--- src/rtl/data_arith_extend_arbiter_pkg.sv ---
// Shared types and helpers for the extender arbiter and its response FIFO.
package data_arith_extend_arbiter_pkg;

  // Control bundle: single clock plus synchronous active-high reset.
  typedef struct packed {
    logic Clock;
    logic Reset;
  } Data_Control_Control_T;

  // Extension mode understood by the shared extender.
  typedef enum logic {
    Signed   = 1'b0,
    Unsigned = 1'b1
  } Data_Arith_SignedUnsigned_T;

  // Widest requester id and result the shared records can carry.
  localparam int MAX_ID_W   = 8;
  localparam int MAX_DATA_W = 32;

  // Index width for n entries, never narrower than one bit.
  function automatic int id_width(input int n);
    return (n > 1) ? $clog2(n) : 1;
  endfunction

  // Width of a counter that must hold every value 0..n.
  function automatic int credit_width(input int n);
    return (n > 0) ? $clog2(n + 1) : 1;
  endfunction

  // One stage of the tag pipeline running alongside the extender.
  typedef struct packed {
    logic                valid;
    logic [MAX_ID_W-1:0] id;
  } tag_t;

  // A completed response: originating requester and extended result.
  typedef struct packed {
    logic [MAX_ID_W-1:0]   id;
    logic [MAX_DATA_W-1:0] data;
  } rsp_t;

endpackage

--- src/rtl/data_arith_extend_arbiter_if.sv ---
// Requester, extender and response signals of the extender arbiter.
// Handshake rule for both req_* and rsp_*: a transfer happens on a rising
// clock edge where valid and ready are both 1; ready never depends on the
// consumer-side ready of the other channel.
interface data_arith_extend_arbiter_if
  import data_arith_extend_arbiter_pkg::*;
#(
  parameter int IN_W  = 4,
  parameter int OUT_W = 8,
  parameter int REQ_N = 2,
  parameter int ID_W  = id_width(REQ_N)
) ();

  logic [REQ_N-1:0]            req_valid;
  logic [REQ_N-1:0]            req_ready;
  logic [REQ_N-1:0][IN_W-1:0]  req_data;
  Data_Arith_SignedUnsigned_T  req_sign [REQ_N];

  logic [IN_W-1:0]             ext_in;
  Data_Arith_SignedUnsigned_T  ext_sign;
  logic [OUT_W-1:0]            ext_out;

  logic                        rsp_valid;
  logic                        rsp_ready;
  logic [OUT_W-1:0]            rsp_data;
  logic [ID_W-1:0]             rsp_id;

  // Arbiter side.
  modport slave (
    input  req_valid, req_data, req_sign, ext_out, rsp_ready,
    output req_ready, ext_in, ext_sign, rsp_valid, rsp_data, rsp_id
  );

  // Requesters, extender and response consumer side.
  modport master (
    output req_valid, req_data, req_sign, ext_out, rsp_ready,
    input  req_ready, ext_in, ext_sign, rsp_valid, rsp_data, rsp_id
  );

endinterface

--- src/rtl/data_arith_extend_rsp_fifo.sv ---
// Synchronous circular-buffer FIFO with occupancy count.
module data_arith_extend_rsp_fifo
  import data_arith_extend_arbiter_pkg::*;
#(
  parameter int WIDTH = 8,
  parameter int DEPTH = 4
) (
  input  Data_Control_Control_T          ctrl,
  input  logic                           push,
  input  logic [WIDTH-1:0]               wdata,
  input  logic                           pop,
  output logic [WIDTH-1:0]               rdata,
  output logic [credit_width(DEPTH)-1:0] count,
  output logic                           empty
);

  localparam int AW = id_width(DEPTH);
  localparam int CW = credit_width(DEPTH);

  logic [WIDTH-1:0] mem [DEPTH];
  logic [AW-1:0]    wr_ptr;
  logic [AW-1:0]    rd_ptr;
  logic             full;
  logic             do_push;
  logic             do_pop;

  function automatic logic [AW-1:0] next_ptr(input logic [AW-1:0] p);
    return (p == AW'(DEPTH - 1)) ? '0 : p + 1'b1;
  endfunction

  assign empty   = (count == '0);
  assign full    = (count == CW'(DEPTH));
  assign do_pop  = pop & ~empty;
  // A push into a full FIFO is only legal when the head leaves the same cycle.
  assign do_push = push & (~full | do_pop);
  assign rdata   = mem[rd_ptr];

  // Storage array, written at the tail.
  always_ff @(posedge ctrl.Clock) begin
    if (do_push) begin
      mem[wr_ptr] <= wdata;
    end
  end

  // Pointer and occupancy bookkeeping.
  always_ff @(posedge ctrl.Clock) begin
    if (ctrl.Reset) begin
      wr_ptr <= '0;
      rd_ptr <= '0;
      count  <= '0;
    end else begin
      if (do_push) wr_ptr <= next_ptr(wr_ptr);
      if (do_pop)  rd_ptr <= next_ptr(rd_ptr);
      if (do_push && !do_pop) begin
        count <= count + 1'b1;
      end else if (!do_push && do_pop) begin
        count <= count - 1'b1;
      end
    end
  end

endmodule

--- src/rtl/data_arith_extend_arbiter.sv ---
// Round-robin arbiter sharing one fixed-latency extender between requesters.
// Results are tagged with the requester id and queued in a response FIFO;
// issue is credit-limited so the FIFO can never overflow.
module data_arith_extend_arbiter
  import data_arith_extend_arbiter_pkg::*;
#(
  parameter int IN_W   = 4,
  parameter int OUT_W  = 8,
  parameter int REQ_N  = 2,
  parameter int LAT    = 2,
  parameter int FIFO_D = 4
) (
  input  Data_Control_Control_T         ctrl,
  data_arith_extend_arbiter_if.slave    bus,
  output logic                          busy
);

  localparam int ID_W  = id_width(REQ_N);
  localparam int CNT_W = credit_width(FIFO_D);
  localparam int SUM_W = credit_width(FIFO_D + LAT);
  localparam int FW    = ID_W + OUT_W;

  logic             rst;
  logic [ID_W-1:0]  ptr;
  logic [ID_W-1:0]  g;
  logic             has_req;
  logic             credit_ok;
  logic             transfer;
  tag_t             tags [LAT];
  logic [SUM_W-1:0] inflight;
  logic [CNT_W-1:0] count;
  logic             fifo_empty;
  logic [FW-1:0]    fifo_wdata;
  logic [FW-1:0]    fifo_rdata;
  rsp_t             head;
  logic             unused_bits;

  assign rst = ctrl.Reset;

  // Count tag stages still travelling through the extender.
  always_comb begin
    inflight = '0;
    for (int i = 0; i < LAT; i++) begin
      inflight = inflight + SUM_W'(tags[i].valid);
    end
  end

  // A pop in the current cycle is deliberately not credited.
  assign credit_ok = (inflight + SUM_W'(count)) < SUM_W'(FIFO_D);

  // Round-robin pick: first valid requester at or after ptr, then wrap.
  always_comb begin
    has_req = 1'b0;
    g       = '0;
    for (int i = 0; i < REQ_N; i++) begin
      if (!has_req && bus.req_valid[i] && (ID_W'(i) >= ptr)) begin
        has_req = 1'b1;
        g       = ID_W'(i);
      end
    end
    for (int i = 0; i < REQ_N; i++) begin
      if (!has_req && bus.req_valid[i] && (ID_W'(i) < ptr)) begin
        has_req = 1'b1;
        g       = ID_W'(i);
      end
    end
  end

  assign transfer = has_req & credit_ok & ~rst;

  // One-hot ready to the granted requester, extender driven only on transfer.
  always_comb begin
    bus.req_ready = '0;
    bus.ext_in    = '0;
    bus.ext_sign  = Signed;
    if (transfer) begin
      bus.req_ready[g] = 1'b1;
      bus.ext_in       = bus.req_data[g];
      bus.ext_sign     = bus.req_sign[g];
    end
  end

  // Advance the round-robin pointer and the tag pipeline.
  always_ff @(posedge ctrl.Clock) begin
    if (rst) begin
      ptr <= '0;
      for (int i = 0; i < LAT; i++) begin
        tags[i] <= '0;
      end
    end else begin
      tags[0] <= tag_t'{valid: transfer, id: MAX_ID_W'(g)};
      for (int i = 1; i < LAT; i++) begin
        tags[i] <= tags[i-1];
      end
      if (transfer) begin
        ptr <= (g == ID_W'(REQ_N - 1)) ? '0 : g + 1'b1;
      end
    end
  end

  // The last tag stage lines up with the extender result.
  assign fifo_wdata = {tags[LAT-1].id[ID_W-1:0], bus.ext_out};

  data_arith_extend_rsp_fifo #(
    .WIDTH (FW),
    .DEPTH (FIFO_D)
  ) u_rsp_fifo (
    .ctrl  (ctrl),
    .push  (tags[LAT-1].valid),
    .wdata (fifo_wdata),
    .pop   (bus.rsp_ready),
    .rdata (fifo_rdata),
    .count (count),
    .empty (fifo_empty)
  );

  assign head = rsp_t'{id:   MAX_ID_W'(fifo_rdata[FW-1 -: ID_W]),
                       data: MAX_DATA_W'(fifo_rdata[OUT_W-1:0])};

  assign bus.rsp_valid = ~fifo_empty;
  assign bus.rsp_id    = head.id[ID_W-1:0];
  assign bus.rsp_data  = head.data[OUT_W-1:0];
  assign busy          = (inflight != '0) | (count != '0);

  // Record fields wider than this configuration needs are structurally zero.
  assign unused_bits = ^{tags[LAT-1].id >> ID_W, head.id >> ID_W, head.data >> OUT_W};

endmodule

--- src/flat_wrapper.sv ---
// flat-port wrapper written by rule: the top's interface ports become plain ports
module data_arith_extend_arbiter_flat import data_arith_extend_arbiter_pkg::*;
#(
  parameter int IN_W   = 4,
  parameter int OUT_W  = 8,
  parameter int REQ_N  = 2,
  parameter int LAT    = 2,
  parameter int FIFO_D = 4
)
  (ctrl, busy, bus_req_valid, bus_req_data, bus_req_sign, bus_ext_out, bus_rsp_ready, bus_req_ready, bus_ext_in, bus_ext_sign, bus_rsp_valid, bus_rsp_data, bus_rsp_id);
  data_arith_extend_arbiter_if #(.IN_W(IN_W), .OUT_W(OUT_W), .REQ_N(REQ_N)) bus_i ();
  input  Data_Control_Control_T ctrl;
  output logic busy;
  input wire logic [$bits(bus_i.req_valid)-1:0] bus_req_valid;
  input wire logic [$bits(bus_i.req_data)-1:0] bus_req_data;
  input wire logic [$bits(bus_i.req_sign)-1:0] bus_req_sign;
  input wire logic [$bits(bus_i.ext_out)-1:0] bus_ext_out;
  input wire logic [$bits(bus_i.rsp_ready)-1:0] bus_rsp_ready;
  output wire logic [$bits(bus_i.req_ready)-1:0] bus_req_ready;
  output wire logic [$bits(bus_i.ext_in)-1:0] bus_ext_in;
  output wire logic [$bits(bus_i.ext_sign)-1:0] bus_ext_sign;
  output wire logic [$bits(bus_i.rsp_valid)-1:0] bus_rsp_valid;
  output wire logic [$bits(bus_i.rsp_data)-1:0] bus_rsp_data;
  output wire logic [$bits(bus_i.rsp_id)-1:0] bus_rsp_id;
  assign bus_i.req_valid = bus_req_valid;
  assign bus_i.req_data = bus_req_data;
  assign bus_i.req_sign = {>>{bus_req_sign}};
  assign bus_i.ext_out = bus_ext_out;
  assign bus_i.rsp_ready = bus_rsp_ready;
  assign bus_req_ready = bus_i.req_ready;
  assign bus_ext_in = bus_i.ext_in;
  assign bus_ext_sign = bus_i.ext_sign;
  assign bus_rsp_valid = bus_i.rsp_valid;
  assign bus_rsp_data = bus_i.rsp_data;
  assign bus_rsp_id = bus_i.rsp_id;
  data_arith_extend_arbiter #(.IN_W(IN_W), .OUT_W(OUT_W), .REQ_N(REQ_N), .LAT(LAT), .FIFO_D(FIFO_D)) u_core (.ctrl(ctrl), .bus(bus_i), .busy(busy));
endmodule
--- config.mk ---
export PLATFORM = sky130hd
export DESIGN_NAME = data_arith_extend_arbiter_flat
export DESIGN_NICKNAME = d
export VERILOG_FILES = /design/src/rtl/data_arith_extend_arbiter_pkg.sv /design/src/rtl/data_arith_extend_arbiter_if.sv /design/src/rtl/data_arith_extend_rsp_fifo.sv /design/src/rtl/data_arith_extend_arbiter.sv /design/src/flat_wrapper.sv
export SDC_FILE = /design/constraint.sdc
export NUM_CORES = 1
export LEC_CHECK = 0
export BUFFER_PORTS_ARGS = -buffer_cell sky130_fd_sc_hd__buf_2
export CORE_MARGIN = 2
export CORE_UTILIZATION = 34
export DETAILED_ROUTE_END_ITERATION = 6
export GPL_TIMING_DRIVEN = 0
export MAX_ROUTING_LAYER = met4
export PLACE_DENSITY_LB_ADDON = 0.3
export SLEW_MARGIN = 20
export SYNTH_ARGS = -nofsm -noshare
export SYNTH_HDL_FRONTEND = slang
export SYNTH_SLANG_ARGS = --single-unit
--- constraint.sdc ---
create_clock -name ctrl -period 2.6 [get_ports ctrl]
set_clock_uncertainty 0.1 [all_clocks]
set_input_delay 0.52 -clock ctrl [delete_from_list [all_inputs] [get_ports ctrl]]
set_output_delay 0.52 -clock ctrl [all_outputs]
set_load 0.03 [all_outputs]
=== Yosys cells after proc, flatten, opt, wreduce, memory -nomap -nowiden ===
Memories as Yosys holds them, arrays and structs flattened. A register that Yosys moved wholly into a read port is not among the register bits.
Cells that the tools add are included.

* Bits of input ports: 23
* Memories kept: 2
* RAM bits: 54
* Bits in registers: 8
* Output and inout bits: 18
* Word-level logic and storage cells: 86

{| class="wikitable"
|+ Memories
! memory !! words !! width !! rd ports !! clocked after Yosys merged registers in !! write ports !! line !! text
|-
| u_core.u_rsp_fifo.mem || 4 || 9 || 1 || 1 || 1 || data_arith_extend_rsp_fifo.sv:20 || <nowiki>logic [WIDTH-1:0] mem [DEPTH];</nowiki>
|-
| u_core.tags || 2 || 9 || 2 || 0 || 2 || data_arith_extend_arbiter.sv:29 || <nowiki>tag_t tags [LAT];</nowiki>
|}

* Reduce and logical (&&, ||, !) cells: 19
* $lt $le $gt $ge: 8
* Bitwise logic cells: 12
* Add/sub/neg operators: 7
* Eq/ne operators: 3
* Mux-type cells: 31

{| class="wikitable"
|+ Operators with widths
! kind !! number
|-
| $mux 1 || 18
|-
| $mux 9 || 2
|-
| $mux 4 || 3
|-
| $logic_and 1x1->1 || 10
|-
| $mux 2 || 5
|-
| $mux 3 || 2
|-
| $reduce_bool 3->1 || 2
|-
| $logic_not 1->1 || 5
|-
| $add 2x1->2 const B || 2
|-
| $and 1x1->1 || 4
|-
| $eq 2x2->1 const B || 2
|-
| $or 1x1->1 || 4
|-
| $add 3x1->3 const B || 1
|-
| $add 3x3->3 || 1
|-
| $eq 3x3->1 const B || 1
|-
| $logic_not 3->1 || 1
|-
| $lt 3x3->1 const B || 1
|-
| $not 1->1 || 3
|-
| $sub 3x1->3 const B || 1
|-
| $add 1x1->2 || 1
|-
| $ge 1x1->1 const A || 2
|-
| $ge 2x2->1 const B || 1
|-
| $lt 1x1->1 const A || 2
|-
| $lt 1x2->1 const B || 1
|-
| 5 further kinds || 5
|}

=== Logic depth before layout (Yosys ltp) ===
Gate-level depths: netlist of the first run.

* Word-level depth: 20
* Gate-level depth with buffers: 8
* Mapped depth without buffers: 8

=== Cells and area by module ===
From an unflattened synthesis of the first run, not the netlist that was laid out.

* Cells, all modules: 141
* Area total of the unflattened synthesis: 2,170.8 µm²

{| class="wikitable"
|+ Modules (own cells, without submodules)
! module !! sequential area each (µm²) !! area each (µm²) !! cells an instance !! times used
|-
| data_arith_extend_rsp_fifo || 1,261.2 || 1,771.7 || 93 || 1
|-
| data_arith_extend_arbiter || 100.1 || 399.1 || 48 || 1
|}

=== Worst setup path after synthesis of the first run ===
Ideal clock, no wire load.

* Path kind: register to output
* Start point: memory u_core.tags[0][17] (netlist name)
* End point: output bus_req_ready[0]
* Data required time: 1,980 ps
* Setup slack: 250 ps
* Arrival: 1,730 ps
* Buffers on the path: 0
* Stages on the path, launching flop included: 6
* Cells stage by stage: dfxtp_1 ha_1 ha_1 a311o_1 a31o_4 nor2b_2

{| class="wikitable"
|+ RTL lines
! element !! line !! text
|-
| start, declared || data_arith_extend_arbiter.sv:29 ||
|-
| end, declared || flat_wrapper.sv:19 || <nowiki>output wire logic [$bits(bus_i.req_ready)-1:0] bus_req_ready;</nowiki>
|}

==> flow_summary.html, run 1 <==
<table>
<tr><th>Metric</th><th>Value</th></tr>
<tr><th colspan="2">Run status</th></tr>
<tr><td>Status</td><td>complete, but fails checks</td></tr>
<tr><td>Violated checks</td><td>setup timing</td></tr>
<tr><th colspan="2">Flow run</th></tr>
<tr><td>Number of maximum-capacitance violations</td><td>0</td></tr>
<tr><th colspan="2">Global route</th></tr>
<tr><td>Maximum number of pins on one net before global-route repair</td><td>17</td></tr>
<tr><td>Total gr overflow</td><td>0</td></tr>
<tr><td>Total global-route track usage</td><td>13.0%</td></tr>
<tr><td>Number of antenna violations at the first check in global routing</td><td>0</td></tr>
<tr><td>Global-route wire length before repair</td><td>between 6 and 7 mm</td></tr>
<tr><td>Via count of the first global-routing pass</td><td>approximately 1600</td></tr>
<tr><th colspan="2">Cells and area</th></tr>
<tr><td>Finished layout cell area</td><td>about 2900 um2</td></tr>
<tr><td>Total of fill cells in the finished design</td><td>slightly above 500</td></tr>
<tr><td>Layout Nets</td><td>approximately 230</td></tr>
<tr><td>Antenna Cells</td><td>0</td></tr>
<tr><td>Fraction of layout cells with a size suffix above 1</td><td>between 40% and 50%</td></tr>
<tr><td>Area delta synth-&gt;final</td><td>36.2%</td></tr>
<tr><th colspan="2">Placed design</th></tr>
<tr><td>Port Buffers</td><td>38</td></tr>
<tr><td>Worst Setup Slack post-DPL</td><td>approximately 0.16 ns</td></tr>
<tr><td>Placer congestion estimate</td><td>a little under 0.7</td></tr>
<tr><td>Hpwl dp</td><td>2.45 mm</td></tr>
<tr><td>Cell area after placement</td><td>2400 um2</td></tr>
<tr><th colspan="2">Synth</th></tr>
<tr><td>Cell types occupying the most area after synthesis</td><td>edfxtp_1 (51%), dfxtp_1 (13%), mux4_2 (9.6%), ha_1 (5.3%), nor2_2 (2.4%)</td></tr>
<tr><td>Cell count after synthesis</td><td>around 140</td></tr>
<tr><td>Yosys cell types</td><td>35</td></tr>
<tr><td>Post-synthesis sequential area ratio</td><td>between 60% and 70%</td></tr>
<tr><td>Share of Yosys cell area claimed by the top area cell type</td><td>51.0%</td></tr>
<tr><td>Syn Std Cell Area</td><td>approximately 2100 um2</td></tr>
<tr><td>Synthesis warning total</td><td>0</td></tr>
<tr><td>Biggest area consumer among synthesized cells</td><td>edfxtp_1</td></tr>
<tr><td>Yosys reg bits</td><td>50</td></tr>
<tr><td>Avg Cell Area, Syn</td><td>approximately 16 um2</td></tr>
<tr><td>Post-Syn Nets</td><td>169</td></tr>
<tr><th colspan="2">Setup path</th></tr>
<tr><td>Critical path peak fanout</td><td>5</td></tr>
<tr><td>CP dominant cell by count</td><td>buf_6</td></tr>
<tr><td>CP Capture Type</td><td>output port</td></tr>
<tr><td>Crit-path slowest cell</td><td>a311o_1</td></tr>
<tr><td>Crit path largest cell delay</td><td>0.39 ns</td></tr>
<tr><td>Req. time, crit path</td><td>~2 ns</td></tr>
<tr><td>Arrival time at the worst endpoint</td><td>around 2.1 ns</td></tr>
<tr><td>List of cells traversed by the critical path</td><td>buf_6, inv_6, ha_4, a311o_1, a31o_4, clkbuf_16, nor2_4, buf_6</td></tr>
<tr><td>Launching element type of the critical path</td><td>flop</td></tr>
<tr><td>Worst setup path class</td><td>reg2out</td></tr>
<tr><th colspan="2">Timing</th></tr>
<tr><td>Unrepaired setup endpoints after global routing</td><td>true</td></tr>
<tr><td>Relative slew margins</td><td>approximately 56%</td></tr>
<tr><td>Final hold viol count</td><td>0</td></tr>
<tr><td>Crit path setup slack, layout</td><td>-0.129 ns</td></tr>
<tr><td>Transition time at the pin with the least slew margin</td><td>approximately 0.66 ns</td></tr>
<tr><td>Fmax</td><td>about 370 MHz</td></tr>
<tr><td>Final count of negative-setup-slack endpoints</td><td>9</td></tr>
<tr><td>Period Utilization, post-route</td><td>105%</td></tr>
<tr><td>Final Max Tran Viols</td><td>0</td></tr>
<tr><td>Min Clock Period, post-route</td><td>between 2 and 3 ns</td></tr>
<tr><th colspan="2">Clocking</th></tr>
<tr><td>Clock-pin slew of the registers on the worst-case setup and hold paths</td><td>0.09 ns</td></tr>
<tr><td>CTS Hold Buffers Added</td><td>0</td></tr>
<tr><td>TritonCTS clock tree</td><td>done</td></tr>
<tr><td>Clock latency on the worst-skew pair</td><td>roughly 0.30 ns</td></tr>
<tr><th colspan="2">Power</th></tr>
<tr><td>Leakage power figure</td><td>between 1 and 1.5 nW</td></tr>
<tr><td>Pwr/cell area</td><td>around 1100 nW/um2</td></tr>
<tr><td>Maximum vdd drop</td><td>about 0.00076 V</td></tr>
<tr><th colspan="2">Routing</th></tr>
<tr><td>TritonRoute pass-1 iters</td><td>6</td></tr>
<tr><td>Total length of routed wires</td><td>3.91 mm</td></tr>
<tr><td>Routed WL per cell</td><td>~14 um</td></tr>
<tr><td>Antenna viol nets, final</td><td>0</td></tr>
<tr><td>Via/cell ratio</td><td>~4.9</td></tr>
<tr><td>Number of vias after detailed routing</td><td>about 1300</td></tr>
<tr><td>Number of DRC markers in iteration 0</td><td>between 70 and 80</td></tr>
<tr><td>Post-detailed-route DRC marker count</td><td>0</td></tr>
<tr><th colspan="2">Hold path</th></tr>
<tr><td>Path class of the lowest-slack min-delay path</td><td>clk2reg</td></tr>
<tr><th colspan="2">Floorplan</th></tr>
<tr><td>Effective utilization at floorplan</td><td>35.6%</td></tr>
<tr><td>Count of pins on the block boundary</td><td>a little over 40</td></tr>
<tr><td>Height of the die</td><td>about 83 um</td></tr>
<tr><td>Horizontal extent of the die</td><td>about 83 um</td></tr>
<tr><td>Area of the die</td><td>6880 um2</td></tr>
<tr><td>Core ar.</td><td>roughly 6000 um2</td></tr>
<tr><td>Row count</td><td>28</td></tr>
</table>
flip-flops by register name (all words and copies together), names as in the netlist, named ones only:
signal,cells
u_core.u_rsp_fifo.mem,36
u_core.tags,4
u_core.u_rsp_fifo.count,3
u_core.u_rsp_fifo.rd_ptr,2
u_core.u_rsp_fifo.wr_ptr,2
u_core.ptr,1
logic make-up after synthesis:
kind of cell | share of synthesized area, %
xor+xnor | 0.827
simple gates | 9.15
compound gates | 6.97
fa+ha+maj | 6.26
mux | 10.5
flops | 64.2
buf+inv | 2.07
per-stage QoR:
| step | setup TNS, ns | total power (W) | util [%] | hold WS [ns] | std cells |
|---|---|---|---|---|---|
| global route | -1.24 | 0.00348 | 48.5 | 0.0313 | 277 |
| CTS | -0.759 | 0.00332 | 48.1 | 0.00997 | 275 |
| floorplan | 0 | 0.00183 | - | 0.0741 | 136 |
| finish | -0.771 | 0.00329 | 48.5 | 0.0157 | 277 |
| global placement | 0 | 0.00202 | 40.4 | 0.0741 | 249 |
| detailed placement | 0 | 0.00204 | 40.4 | 0.0741 | 249 |
power by group:
part / internal, W / total, W / leakage, nW / switching [W]
clock: 0.000875 / 0.00155 / 0.257 / 0.000674
sequential: 0.000979 / 0.00105 / 0.442 / 0.0000752
combinational: 0.000282 / 0.000685 / 0.378 / 0.000404
total: 0.00214 / 0.00329 / 1.08 / 0.00115
area by class of cell:
class                   instances  area [um2]  area share, %
clock buffers                  28         360           12.5
inverters                       7        31.3           1.08
flip-flops and latches         50        1370           47.3
well taps                      75        93.8           3.25
repair buffers                 35         189           6.55
multi-input cells              75         787           27.3
clock inverters                 3        42.5           1.47
plain buffers                   4        17.5          0.607
worst max-delay path: cells and delay by family (launching register included):
kind                       cells  cell delay [ns]
AOI/OAI and AO/OA              2             0.68
buffers and inverters          4             0.46
DFF                            1             0.37
adders and majority gates      1             0.20
and+or+nand+nor                1             0.10
layer usage:
metal | GRT usage [%] | routed length, um | up-vias | part of all wire, %
met3 | 7.75 | 334 | 17 | 8.5
li1 | - | - | 649 | -
met1 | 11.9 | 1550 | 617 | 40
met4 | 14.9 | 124 | 0 | 3.2
met2 | 17.2 | 1900 | 61 | 49
met5 | - | 0 | - | 0
layout by cell type, fill, tap and decap left out, drive strengths merged:
master,n
buf,44
edfxtp,36
clkbuf,23
dfxtp,14
nor2,14
mux4,9
ha,9
inv,7
a32oi,5
nand2,4
and2,4
a21oi,4
o21ai,4
a311o,2
nand2b,2
xor2,2
or3,2
mux2i,2
nor2b,2
clkinv,2
nor4b,1
o31ai,1
nand4,1
a31o,1
a21boi,1
nor3,1
nand3b,1
or4,1
a31oi,1
fa,1
bufinv,1
timing repair:
item / 4_1_cts / 5_1_grt
setup buffers: 2 / 2
endpoints found under the setup margin: 10 / 9
pin swaps: 9 / 5
resized for setup: 31 / 2
path summary, 6_finish.rpt:
kind / start / cells after the start / end / slack (ns)
worst min register to register: u_core.tags[0][0]$_SDFF_PP0_ / 1 / u_core.tags[0][9]$_SDFF_PP0_ / 0.37
worst min-delay path: ctrl[0] / 4 / u_core.ptr$_SDFFE_PP0P_ / 0.02
worst max register to register: u_core.u_rsp_fifo.count[0]$_SDFFE_PP0P_ / 8 / u_core.u_rsp_fifo.count[2]$_SDFFE_PP0P_ / 0.28
worst max-delay path: u_core.tags[0][17]$_SDFF_PP0_ / 8 / bus_ext_in[1] / -0.13
cell usage after synthesis:
cell type and number:
nor4b_2 1, nand2_1 4, clkbuf_2 1, inv_1 6
nand4_1 1, nor2_1 6, a21oi_1 4, nand2b_1 2
mux2i_1 2, nor2_2 8, nand3b_1 1, fa_1 1
a32oi_1 5, a21boi_0 1, o21ai_1 3, and2_1 4
inv_2 1, o21ai_0 1, buf_2 1, ha_1 9
mux4_2 9, buf_1 1, clkbuf_1 1, a311o_1 2
edfxtp_1 36, or4_1 1, a31oi_1 1, nor3_1 1
or3_1 2, xor2_1 2, nor2b_2 1, nor2b_1 1
dfxtp_1 14, o31ai_2 1, a31o_4 1
No activity file was read; power rests on OpenSTA's default activity.
==> inputs of run 2 (changes only) <==
CTS_BUF_LIST = sky130_fd_sc_hd__clkbuf_8   (was not set)
SLEW_MARGIN = 40   (was 20)
==> flow_summary.html, run 2 (synthesis results as in run 1) <==
<table>
<tr><th>Metric</th><th>Value</th></tr>
<tr><th colspan="2">Run status</th></tr>
<tr><td>Status</td><td>complete, but fails checks</td></tr>
<tr><td>Violated checks</td><td>setup timing</td></tr>
<tr><th colspan="2">Floorplan</th></tr>
<tr><td>Count of pins on the block boundary</td><td>slightly above 40</td></tr>
<tr><td>Height of the die</td><td>83.0 um</td></tr>
<tr><td>Row count</td><td>28</td></tr>
<tr><td>Effective utilization at floorplan</td><td>35.6%</td></tr>
<tr><td>Core ar.</td><td>around 6000 um2</td></tr>
<tr><td>Area of the die</td><td>6880 um2</td></tr>
<tr><td>Horizontal extent of the die</td><td>between 80 and 90 um</td></tr>
<tr><th colspan="2">Cells and area</th></tr>
<tr><td>Most frequent cells in the layout</td><td>edfxtp_1 (36), buf_2 (32), clkbuf_8 (16)</td></tr>
<tr><td>Registers with the most flip-flops</td><td>u_core.u_rsp_fifo.mem (36), u_core.tags (4), u_core.u_rsp_fifo.count (3)</td></tr>
<tr><td>Most common cell after layout, fill and taps aside</td><td>edfxtp_1</td></tr>
<tr><td>Fraction of layout cells with a size suffix above 1</td><td>45.5%</td></tr>
<tr><td>Antenna Cells</td><td>0</td></tr>
<tr><td>Finished layout cell area</td><td>roughly 2900 um2</td></tr>
<tr><td>Biggest register</td><td>u_core.u_rsp_fifo.mem</td></tr>
<tr><td>Final core utilization</td><td>between 40% and 50%</td></tr>
<tr><td>Fin cells</td><td>~280</td></tr>
<tr><td>Area delta synth-&gt;final</td><td>36.2%</td></tr>
<tr><td>Largest register FFs</td><td>36</td></tr>
<tr><td>Layout Nets</td><td>231</td></tr>
<tr><td>Total of fill cells in the finished design</td><td>a little over 500</td></tr>
<tr><th colspan="2">Global route</th></tr>
<tr><td>Total gr overflow</td><td>0</td></tr>
<tr><td>Number of antenna violations at the first check in global routing</td><td>0</td></tr>
<tr><td>Via count of the first global-routing pass</td><td>between 1500 and 2000</td></tr>
<tr><td>Total global-route track usage</td><td>between 10% and 20%</td></tr>
<tr><td>Maximum number of pins on one net before global-route repair</td><td>17</td></tr>
<tr><td>Global-route wire length before repair</td><td>6.40 mm</td></tr>
<tr><th colspan="2">Routing</th></tr>
<tr><td>Antenna viol nets, final</td><td>0</td></tr>
<tr><td>Routed WL per cell</td><td>around 14 um</td></tr>
<tr><td>Via/cell ratio</td><td>4.85</td></tr>
<tr><td>Post-detailed-route DRC marker count</td><td>0</td></tr>
<tr><td>Number of vias after detailed routing</td><td>1344</td></tr>
<tr><td>Number of DRC markers in iteration 0</td><td>71</td></tr>
<tr><td>TritonRoute pass-1 iters</td><td>6</td></tr>
<tr><td>Total length of routed wires</td><td>3.90 mm</td></tr>
<tr><th colspan="2">Placed design</th></tr>
<tr><td>Cell area after placement</td><td>2400 um2</td></tr>
<tr><td>Placer congestion estimate</td><td>~0.69</td></tr>
<tr><td>Port Buffers</td><td>38</td></tr>
<tr><td>Placed Cells incl. Taps</td><td>249</td></tr>
<tr><td>Hpwl dp</td><td>2.45 mm</td></tr>
<tr><th colspan="2">Setup path</th></tr>
<tr><td>Req. time, crit path</td><td>1.98 ns</td></tr>
<tr><td>CP Capture Type</td><td>output port</td></tr>
<tr><td>Arrival time at the worst endpoint</td><td>2.11 ns</td></tr>
<tr><td>Launching element type of the critical path</td><td>flop</td></tr>
<tr><td>Worst setup path class</td><td>reg2out</td></tr>
<tr><td>Critical path peak fanout</td><td>5</td></tr>
<tr><td>Worst-case reg-to-reg path depth</td><td>8</td></tr>
<tr><th colspan="2">Power</th></tr>
<tr><td>Portion of total power attributed to the clock network</td><td>between 40 and 50%</td></tr>
<tr><td>Internal</td><td>approximately 0.0021 W</td></tr>
<tr><td>Sw frac</td><td>between 30% and 40%</td></tr>
<tr><td>Leakage power figure</td><td>about 1.1 nW</td></tr>
<tr><td>Pwr/cell area</td><td>approximately 1100 nW/um2</td></tr>
<tr><td>Maximum vdd drop</td><td>between 0.0007 and 0.0008 V</td></tr>
<tr><td>Comb pwr share</td><td>a little over a fifth</td></tr>
<tr><td>Relative contribution of sequential cells to total power</td><td>approximately 32%</td></tr>
<tr><td>Net switching power figure</td><td>around 0.0012 W</td></tr>
<tr><th colspan="2">Timing</th></tr>
<tr><td>Min Clock Period, post-route</td><td>between 2 and 3 ns</td></tr>
<tr><td>Relative slew margins</td><td>between 50% and 60%</td></tr>
<tr><td>Crit path setup slack, layout</td><td>-0.127 ns</td></tr>
<tr><td>Unrepaired setup endpoints after global routing</td><td>true</td></tr>
<tr><td>Transition time at the pin with the least slew margin</td><td>0.657 ns</td></tr>
<tr><td>Final Max Tran Viols</td><td>0</td></tr>
<tr><td>Period Utilization, post-route</td><td>105%</td></tr>
<tr><td>Final hold viol count</td><td>0</td></tr>
<tr><td>Fmax</td><td>between 300 and 400 MHz</td></tr>
<tr><td>Setup TNS</td><td>-0.753 ns</td></tr>
<tr><td>Worst hold-check slack</td><td>approximately 0.017 ns</td></tr>
<tr><td>Final count of negative-setup-slack endpoints</td><td>9</td></tr>
<tr><th colspan="2">Clocking</th></tr>
<tr><td>Clock latency on the worst-skew pair</td><td>roughly 0.30 ns</td></tr>
<tr><td>Clock-pin slew of the registers on the worst-case setup and hold paths</td><td>~0.08 ns</td></tr>
<tr><td>CTS Hold Buffers Added</td><td>0</td></tr>
<tr><td>TritonCTS clock tree</td><td>done</td></tr>
<tr><th colspan="2">Hold path</th></tr>
<tr><td>Path class of the lowest-slack min-delay path</td><td>clk2reg</td></tr>
<tr><td>Worst hold path stage count</td><td>4</td></tr>
<tr><th colspan="2">Flow run</th></tr>
<tr><td>Number of maximum-capacitance violations</td><td>0</td></tr>
</table>
## run 2: cell types whose count changed in the layout (fill, tap and decap cells not counted)
cell,delta
clkbuf_1,-3
inv_1,+3
## run 2: repair_timing
item,CTS,global route
buffers inserted,2,2
pin swaps,9,5
setup endpoints to repair,10,9
resized for setup,31,2
## run 2: power groups by stage
stage | clock (W) | sequential (W) | combinational (W)
after detailed placement | 0.000345 | 0.00106 | 0.000628
after global placement | 0.000345 | 0.00106 | 0.000619
after global routing | 0.00164 | 0.00107 | 0.000753
after CTS | 0.00158 | 0.00105 | 0.000677
after floorplan | 0.000306 | 0.00105 | 0.000478
final | 0.00154 | 0.00105 | 0.000685
## run 2: cell type report
cell class                 instances  area (um2)  area share (%)
sequential                        50        1370            47.3
tap                               75        93.8            3.25
clock inverter                     6        53.8            1.86
timing repair buffer              35         189            6.55
buffer                             4        17.5           0.607
clock buffer                      25         349            12.1
multi-input combinational         75         787            27.3
inverter                           7        31.3            1.08
## run 2: through the flow
step                      total power, W  setup slack [ns]
after floorplan                  0.00183             0.137
after global placement           0.00202             0.158
after detailed placement         0.00204             0.157
after CTS                        0.00331            -0.127
after global routing             0.00347            -0.193
final                            0.00328            -0.127
## run 2: routing by layer
metal  track usage (%)  up-vias  share of wire (%)
met1              11.9      617                 39
met5                 -        -                  0
met4              14.9        0                3.2
met2              17.3       61                 49
li1                  -      649                  -
met3              7.75       17                8.5
## run 2: critical path, cell delays in order, from the launching register on
cell,delay (ns)
dfxtp_2,0.37
buf_6,0.12
inv_6,0.04
ha_4,0.20
a311o_1,0.39
a31o_4,0.29
clkbuf_16,0.17
nor2_4,0.10
buf_6,0.13
## run 2: final timing paths
path	startpoint	end	slack [ns]
hold reg to reg	u_core.tags[0][0]$_SDFF_PP0_	u_core.tags[0][9]$_SDFF_PP0_	0.37
hold / removal	ctrl[0]	u_core.ptr$_SDFFE_PP0P_	0.02
setup reg to reg	u_core.u_rsp_fifo.count[0]$_SDFFE_PP0P_	u_core.u_rsp_fifo.count[2]$_SDFFE_PP0P_	0.28
setup / recovery	u_core.tags[0][17]$_SDFF_PP0_	bus_ext_in[1]	-0.13
